### config.mk
export PLATFORM = sky130hd
export DESIGN_NAME = cpu_sequencer_flat
export DESIGN_NICKNAME = d
export VERILOG_FILES = /design/src/rtl/cpu_pkg.sv /design/src/rtl/cpu_sequencer_if.sv /design/src/rtl/seq_wait_timer.sv /design/src/rtl/cpu_sequencer.sv /design/src/flat_wrapper.sv
export SDC_FILE = /design/constraint.sdc
export NUM_CORES = 1
export LEC_CHECK = 0
export BUFFER_PORTS_ARGS = -buffer_cell sky130_fd_sc_hd__clkbuf_2
export CORE_MARGIN = 2
export CORE_UTILIZATION = 54
export DETAILED_ROUTE_END_ITERATION = 16
export PLACE_DENSITY_LB_ADDON = 0.1
export SKIP_CTS_REPAIR_TIMING = 1
export SYNTH_ARGS = -nofsm -noshare
export SYNTH_HDL_FRONTEND = slang
export SYNTH_SLANG_ARGS = --single-unit
### constraint.sdc
create_clock -name clka -period 3.7 [get_ports clka]
set_input_delay 0.555 -clock clka [delete_from_list [all_inputs] [get_ports clka]]
set_output_delay 0.555 -clock clka [all_outputs]
set_load 0.005 [all_outputs]
### src/rtl/cpu_pkg.sv
// Shared encodings for the instruction sequencer: FSM states, opcodes and PC source selects.
package cpu_pkg;

  typedef enum logic [2:0] {
    StIdle   = 3'd0,
    StFetch  = 3'd1,
    StDecode = 3'd2,
    StExec   = 3'd3,
    StMem    = 3'd4,
    StWb     = 3'd5,
    StHalt   = 3'd6
  } state_e;

  localparam logic [3:0] OpBr   = 4'b0000;
  localparam logic [3:0] OpAdd  = 4'b0001;
  localparam logic [3:0] OpLd   = 4'b0010;
  localparam logic [3:0] OpSt   = 4'b0011;
  localparam logic [3:0] OpAnd  = 4'b0101;
  localparam logic [3:0] OpNot  = 4'b1001;
  localparam logic [3:0] OpJmp  = 4'b1100;
  localparam logic [3:0] OpTrap = 4'b1111;

  localparam logic [1:0] PcNext   = 2'b00;
  localparam logic [1:0] PcBranch = 2'b01;
  localparam logic [1:0] PcJump   = 2'b10;

  function automatic logic is_alu_op(logic [3:0] op);
    return (op == OpAdd) || (op == OpAnd) || (op == OpNot);
  endfunction

endpackage

### src/rtl/cpu_sequencer_if.sv
// Control/status bundle between the sequencer and the rest of the CPU.
interface cpu_sequencer_if;
  logic        start_in;
  logic [3:0]  opcode_in;
  logic        mem_ready_in;
  logic        branch_taken_in;
  // Loads the instruction counter directly (bring-up and wrap testing).
  logic        cnt_preload_in;
  logic [15:0] cnt_preload_val_in;

  logic [2:0]  state_out;
  logic        mem_rd_out;
  logic        mem_wr_out;
  logic        ir_load_out;
  logic        pc_inc_out;
  logic [1:0]  pc_ctl_out;
  logic        we_reg_out;
  logic        br_out;
  logic        halt_out;
  logic        err_out;
  logic [15:0] instr_count_out;

  modport slave (
    input  start_in, opcode_in, mem_ready_in, branch_taken_in, cnt_preload_in,
           cnt_preload_val_in,
    output state_out, mem_rd_out, mem_wr_out, ir_load_out, pc_inc_out, pc_ctl_out,
           we_reg_out, br_out, halt_out, err_out, instr_count_out
  );

  modport master (
    output start_in, opcode_in, mem_ready_in, branch_taken_in, cnt_preload_in,
           cnt_preload_val_in,
    input  state_out, mem_rd_out, mem_wr_out, ir_load_out, pc_inc_out, pc_ctl_out,
           we_reg_out, br_out, halt_out, err_out, instr_count_out
  );
endinterface

### src/rtl/seq_wait_timer.sv
// Counts consecutive memory wait cycles; timeout_o flags that the limit has been reached.
module seq_wait_timer #(
  parameter int unsigned MaxCount = 15
) (
  input  logic clk_i,
  input  logic rst_i,
  input  logic clear_i,
  input  logic cnt_en_i,
  output logic timeout_o
);

  localparam int unsigned CntW = (MaxCount < 1) ? 1 : $clog2(MaxCount + 1);

  logic [CntW-1:0] cnt_q, cnt_d;

  assign timeout_o = (cnt_q == CntW'(MaxCount));

  always_comb begin
    cnt_d = cnt_q;
    if (clear_i) begin
      cnt_d = '0;
    end else if (cnt_en_i && !timeout_o) begin
      cnt_d = cnt_q + CntW'(1);
    end
  end

  always_ff @(posedge clk_i or posedge rst_i) begin
    if (rst_i) begin
      cnt_q <= '0;
    end else begin
      cnt_q <= cnt_d;
    end
  end

endmodule

### src/rtl/cpu_sequencer.sv
// Multi-cycle instruction sequencer: fetch, decode, execute, memory and write-back control.
module cpu_sequencer
  import cpu_pkg::*;
#(
  parameter int unsigned MEM_WAIT_MAX = 15
) (
  input logic             clka,
  input logic             reset_in,
  cpu_sequencer_if.slave  bus
);

  state_e      state_q, state_d;
  logic [3:0]  opcode_q, opcode_d;
  logic        err_q, err_d;
  logic [15:0] cnt_q, cnt_d;

  logic       mem_rd, mem_wr, ir_load, pc_inc, we_reg, br;
  logic [1:0] pc_ctl;
  logic       timeout, wait_clear, wait_en;

  always_comb begin
    state_d  = state_q;
    opcode_d = opcode_q;
    err_d    = err_q;
    mem_rd   = 1'b0;
    mem_wr   = 1'b0;
    ir_load  = 1'b0;
    pc_inc   = 1'b0;
    we_reg   = 1'b0;
    br       = 1'b0;
    pc_ctl   = PcNext;
    case (state_q)
      StIdle: if (bus.start_in) state_d = StFetch;
      StFetch: begin
        mem_rd = 1'b1;
        if (bus.mem_ready_in) begin
          ir_load = 1'b1;
          pc_inc  = 1'b1;
          state_d = StDecode;
        end else if (timeout) begin
          state_d = StHalt;
          err_d   = 1'b1;
        end
      end
      StDecode: begin
        opcode_d = bus.opcode_in;
        state_d  = StExec;
      end
      StExec: begin
        if (is_alu_op(opcode_q)) begin
          state_d = StWb;
        end else if (opcode_q == OpBr) begin
          br      = 1'b1;
          pc_ctl  = {1'b0, bus.branch_taken_in};
          state_d = StFetch;
        end else if (opcode_q == OpJmp) begin
          pc_ctl  = PcJump;
          state_d = StFetch;
        end else if (opcode_q == OpLd || opcode_q == OpSt) begin
          state_d = StMem;
        end else begin
          // TRAP halts cleanly; anything unrecognised halts with an error.
          state_d = StHalt;
          err_d   = (opcode_q != OpTrap);
        end
      end
      StMem: begin
        mem_rd = (opcode_q == OpLd);
        mem_wr = (opcode_q == OpSt);
        if (bus.mem_ready_in) begin
          state_d = (opcode_q == OpLd) ? StWb : StFetch;
        end else if (timeout) begin
          state_d = StHalt;
          err_d   = 1'b1;
        end
      end
      StWb: begin
        we_reg  = 1'b1;
        state_d = StFetch;
      end
      StHalt: state_d = StHalt;
      default: begin
        state_d = StHalt;
        err_d   = 1'b1;
      end
    endcase
  end

  always_comb begin
    cnt_d = cnt_q;
    if (bus.cnt_preload_in) begin
      cnt_d = bus.cnt_preload_val_in;
    end else if (ir_load) begin
      cnt_d = cnt_q + 16'd1;
    end
  end

  // Restart the wait count on every entry into a memory-access state, including MEM -> FETCH.
  assign wait_clear = (state_d != state_q) && (state_d == StFetch || state_d == StMem);
  assign wait_en    = (state_q == StFetch || state_q == StMem) && !bus.mem_ready_in;

  seq_wait_timer #(
    .MaxCount (MEM_WAIT_MAX)
  ) u_wait_timer (
    .clk_i     (clka),
    .rst_i     (reset_in),
    .clear_i   (wait_clear),
    .cnt_en_i  (wait_en),
    .timeout_o (timeout)
  );

  always_ff @(posedge clka or posedge reset_in) begin
    if (reset_in) begin
      state_q  <= StIdle;
      opcode_q <= 4'd0;
      err_q    <= 1'b0;
      cnt_q    <= 16'd0;
    end else begin
      state_q  <= state_d;
      opcode_q <= opcode_d;
      err_q    <= err_d;
      cnt_q    <= cnt_d;
    end
  end

  assign bus.state_out       = state_q;
  assign bus.mem_rd_out      = mem_rd;
  assign bus.mem_wr_out      = mem_wr;
  assign bus.ir_load_out     = ir_load;
  assign bus.pc_inc_out      = pc_inc;
  assign bus.pc_ctl_out      = pc_ctl;
  assign bus.we_reg_out      = we_reg;
  assign bus.br_out          = br;
  assign bus.halt_out        = (state_q == StHalt);
  assign bus.err_out         = err_q;
  assign bus.instr_count_out = cnt_q;

endmodule

### src/flat_wrapper.sv
// flat-port wrapper written by rule: the top's interface ports become plain ports
module cpu_sequencer_flat import cpu_pkg::*;
#(
  parameter int unsigned MEM_WAIT_MAX = 15
)
  (clka, reset_in, bus_start_in, bus_opcode_in, bus_mem_ready_in, bus_branch_taken_in, bus_cnt_preload_in, bus_cnt_preload_val_in, bus_state_out, bus_mem_rd_out, bus_mem_wr_out, bus_ir_load_out, bus_pc_inc_out, bus_pc_ctl_out, bus_we_reg_out, bus_br_out, bus_halt_out, bus_err_out, bus_instr_count_out);
  cpu_sequencer_if bus_i ();
  input logic clka;
  input logic reset_in;
  input wire logic [$bits(bus_i.start_in)-1:0] bus_start_in;
  input wire logic [$bits(bus_i.opcode_in)-1:0] bus_opcode_in;
  input wire logic [$bits(bus_i.mem_ready_in)-1:0] bus_mem_ready_in;
  input wire logic [$bits(bus_i.branch_taken_in)-1:0] bus_branch_taken_in;
  input wire logic [$bits(bus_i.cnt_preload_in)-1:0] bus_cnt_preload_in;
  input wire logic [$bits(bus_i.cnt_preload_val_in)-1:0] bus_cnt_preload_val_in;
  output wire logic [$bits(bus_i.state_out)-1:0] bus_state_out;
  output wire logic [$bits(bus_i.mem_rd_out)-1:0] bus_mem_rd_out;
  output wire logic [$bits(bus_i.mem_wr_out)-1:0] bus_mem_wr_out;
  output wire logic [$bits(bus_i.ir_load_out)-1:0] bus_ir_load_out;
  output wire logic [$bits(bus_i.pc_inc_out)-1:0] bus_pc_inc_out;
  output wire logic [$bits(bus_i.pc_ctl_out)-1:0] bus_pc_ctl_out;
  output wire logic [$bits(bus_i.we_reg_out)-1:0] bus_we_reg_out;
  output wire logic [$bits(bus_i.br_out)-1:0] bus_br_out;
  output wire logic [$bits(bus_i.halt_out)-1:0] bus_halt_out;
  output wire logic [$bits(bus_i.err_out)-1:0] bus_err_out;
  output wire logic [$bits(bus_i.instr_count_out)-1:0] bus_instr_count_out;
  assign bus_i.start_in = bus_start_in;
  assign bus_i.opcode_in = bus_opcode_in;
  assign bus_i.mem_ready_in = bus_mem_ready_in;
  assign bus_i.branch_taken_in = bus_branch_taken_in;
  assign bus_i.cnt_preload_in = bus_cnt_preload_in;
  assign bus_i.cnt_preload_val_in = bus_cnt_preload_val_in;
  assign bus_state_out = bus_i.state_out;
  assign bus_mem_rd_out = bus_i.mem_rd_out;
  assign bus_mem_wr_out = bus_i.mem_wr_out;
  assign bus_ir_load_out = bus_i.ir_load_out;
  assign bus_pc_inc_out = bus_i.pc_inc_out;
  assign bus_pc_ctl_out = bus_i.pc_ctl_out;
  assign bus_we_reg_out = bus_i.we_reg_out;
  assign bus_br_out = bus_i.br_out;
  assign bus_halt_out = bus_i.halt_out;
  assign bus_err_out = bus_i.err_out;
  assign bus_instr_count_out = bus_i.instr_count_out;
  cpu_sequencer #(.MEM_WAIT_MAX(MEM_WAIT_MAX)) u_core (.clka(clka), .reset_in(reset_in), .bus(bus_i));
endmodule
==> out/results.ini <==
[outcome]
outcome = complete, no violations

[floorplanning]
die_h_um = 60.24
initial_core_util_pct = 56.40
dieArea_mm2 = 0.003629
num_rows = 20
num_io_pins = 55
coreArea_mm2 = 0.003028
dieWidth_um = 60.24

[sta]
layout_min_cycle_time_ns = 2.340
rsz0062_at_grt = no
setup_slack_ns = 1.360
worst_slew_pin_slew_ns = 1.033
period_share_pct = 63.23
drv_slew = 0
max_slew_margin_pct = 31.05
hold_viol_final = 0
whs_ns = 0.4247
finalSetupViolCount = 0
setup_tns_ns = 0
clock-skew-final_ns = 0.009348
max_freq_ghz = 0.4274

[job]
maxCapViolCount = 0

[setup_path]
reg2reg_depth = 5
worstPathRequired_ns = 3.14
start_kind = flip-flop
worstSetupPathType = flip-flop to primary output
arrival_ns = 1.78
reg2reg_setup_slack_ns = 1.56
rr_endpoint = u_core.u_wait_timer.cnt_q[3]
cp_max_fo = 14
worst_setup_path_end_kind = primary output
rr_startpoint = u_core.opcode_q[3]

[synth]
synth_edf_count = 0
netlist.area_leader.share_pct = 41.03
ys_ff_latch = 28
synth_area_mm2 = 0.001708
synthFlopType = dfrtp_1
synth.avg_cell_area_um2 = 8.804
yosysWarnings = 0
synthXorXnorAreaFrac_pct = 9.231
synthCells = 194
yosysSeqAreaShare_pct = 41.03
synth_commonest_cells = 30 x nand2_1, 28 x dfrtp_1, 20 x o21ai_0, 10 x nor2_1, 10 x xor2_1
synth_async_sr_flop_share_pct = 100.0
ys_types = 41
yosys-top-cells-area = dfrtp_1 41%, nand2_1 6.6%, o21ai_0 5.9%
synth_top_family_by_area = simple AND/OR/NAND/NOR gates
synthSimpleGateAreaFrac_pct = 25.79
synth.most_common_cell = nand2_1
syn-num-nets = 222
synth.area.mux_share_pct = 4.322
post-synth-top-area-cell = dfrtp_1
synth_compound_area_share_pct = 13.04
synth_fa_ha_area_share_pct = 1.465

[power_and_ir_drop]
finalPower_mw = 1.078
ir_drop_mv = 0.1818
p_per_area_mw_per_mm2 = 538.0
p_leak_nw = 0.9499

[cts]
insertion_delay_ns = 0.32
cts_tree = done
cts_made_buffers = 3
htreeDepth = 1
path_clk_slew_ns = 0.15
cts_sinks = 28
clockBufferDepth = 2
cts_root_buf = clkbuf_4

[global_route]
grt_pass1_vias = 1339
grt_usage_pct = 20.98
grt_start_max_net_pins = 33
grt-ovfl-total = 0
grt_pass1_wl_um = 5740
antenna_found_initial = 0

[min_path]
min_from = bus_cnt_preload_val_in[0]
whs_endpoint = u_core.bus.instr_count_out[0]
hp-class = input port to flip-flop
hold_path_depth = 3

[layout]
fillers = 307
layout.cells.non_filler = 285
syn2layout_area_growth_pct = 17.36
nets = 270
multiInputGateArea_um2 = 919.6
diodes = 0
regArea_um2 = 700.7
drive_gt1_share_pct = 27.39

[detailed_routing]
wl_um = 3363
dr.pass1.iters = 4
wl_per_cell_um = 11.80
drt_drc_violations_left = 0
postRouteAntennaNets = 0
vias_per_cell = 5.361
drt_iter0_drc = 74
dr_total_vias = 1528

[placement]
dp.cells = 281
place.gp.congestion = 0.8073
post-place-ws_ns = 1.578
dp_hpwl_um = 2597
numPortBuffers = 54

-- logic make-up after synthesis --
group                    count (synthesis)
adder cells (fa/ha/maj)                  2
AND/OR/NAND/NOR                         84
AO/OA/AOI/OAI                           38
buffers and inverters                   17
XOR/XNOR                                18
multiplexers                             7
flip-flops                              28
-- report_power, final --
part | internal [mW] | switching [mW]
combinational | 0.220 | 0.207
clock | 0.0601 | 0.0848
sequential | 0.373 | 0.133
total | 0.654 | 0.425
-- critical path, stage by stage (launching register included) --
cell and delay (ns):
dfrtp_1 0.60, nor2b_1 0.32, nand2_1 0.10, nor3_1 0.19
and2_1 0.15, clkbuf_2 0.10
-- sequential cells by signal, summed over array words and instances (netlist names) --
signal	count
u_core.bus.err_out	1
u_core.bus.instr_count_out	16
u_core.bus.state_out	3
u_core.opcode_q	4
u_core.u_wait_timer.cnt_q	4
-- cell usage in the layout (no fill, tap or decap), types with 5 or more instances in the layout --
cell and n:
nand2_1 30, a21oi_1 8, and3_1 7, nor2_1 10, xnor2_1 8, o21ai_0 20
dfrtp_1 28, nand2b_1 5, inv_1 6, clkbuf_2 54, nor3_1 6, xor2_1 10
-- metrics by stage --
step                      utilization [%]  instance area (um^2)
final                               66.20                  2004
after global routing                66.20                  2004
after CTS                           66.20                  2004
after detailed placement            65.00                  1968
after global placement              65.00                  1968
after floorplan                         -                  1708
-- cell type report --
class | instances | area share (%)
inverter | 6 | 1.124
sequential | 28 | 34.96
clock buffer | 4 | 1.810
tap | 44 | 2.747
timing repair buffer | 54 | 13.48
multi-input combinational | 149 | 45.88
-- how the worst max path moves through the flow --
stage	start	to	slack, ns	cells past startpoint
6_report	u_core.bus.state_out[0]	bus_pc_ctl_out[0]	1.36	5
5_1_grt	u_core.bus.state_out[1]	bus_pc_ctl_out[0]	1.15	5
4_1_cts	u_core.bus.state_out[0]	bus_pc_ctl_out[0]	1.34	5
3_5_place_dp	u_core.opcode_q[0]	u_core.u_wait_timer.cnt_q[3]	1.58	5
3_3_place_gp	u_core.opcode_q[3]	u_core.u_wait_timer.cnt_q[3]	1.64	5
2_1_floorplan	u_core.opcode_q[3]	u_core.u_wait_timer.cnt_q[3]	1.74	6
-- per-layer routing --
| metal | vias to the layer above | track usage [%] | share of wire (%) | wire length [um] |
|---|---|---|---|---|
| met2 | 41 | 35.87 | 49 | 1642 |
| met4 | 0 | 6.667 | 0.86 | 29 |
| met1 | 717 | 27.25 | 45 | 1521 |
| li1 | 766 | - | - | - |
| met5 | - | 0 | 0 | 0 |
| met3 | 4 | 3.030 | 5.1 | 170 |
No activity file was read; power rests on OpenSTA's default activity.
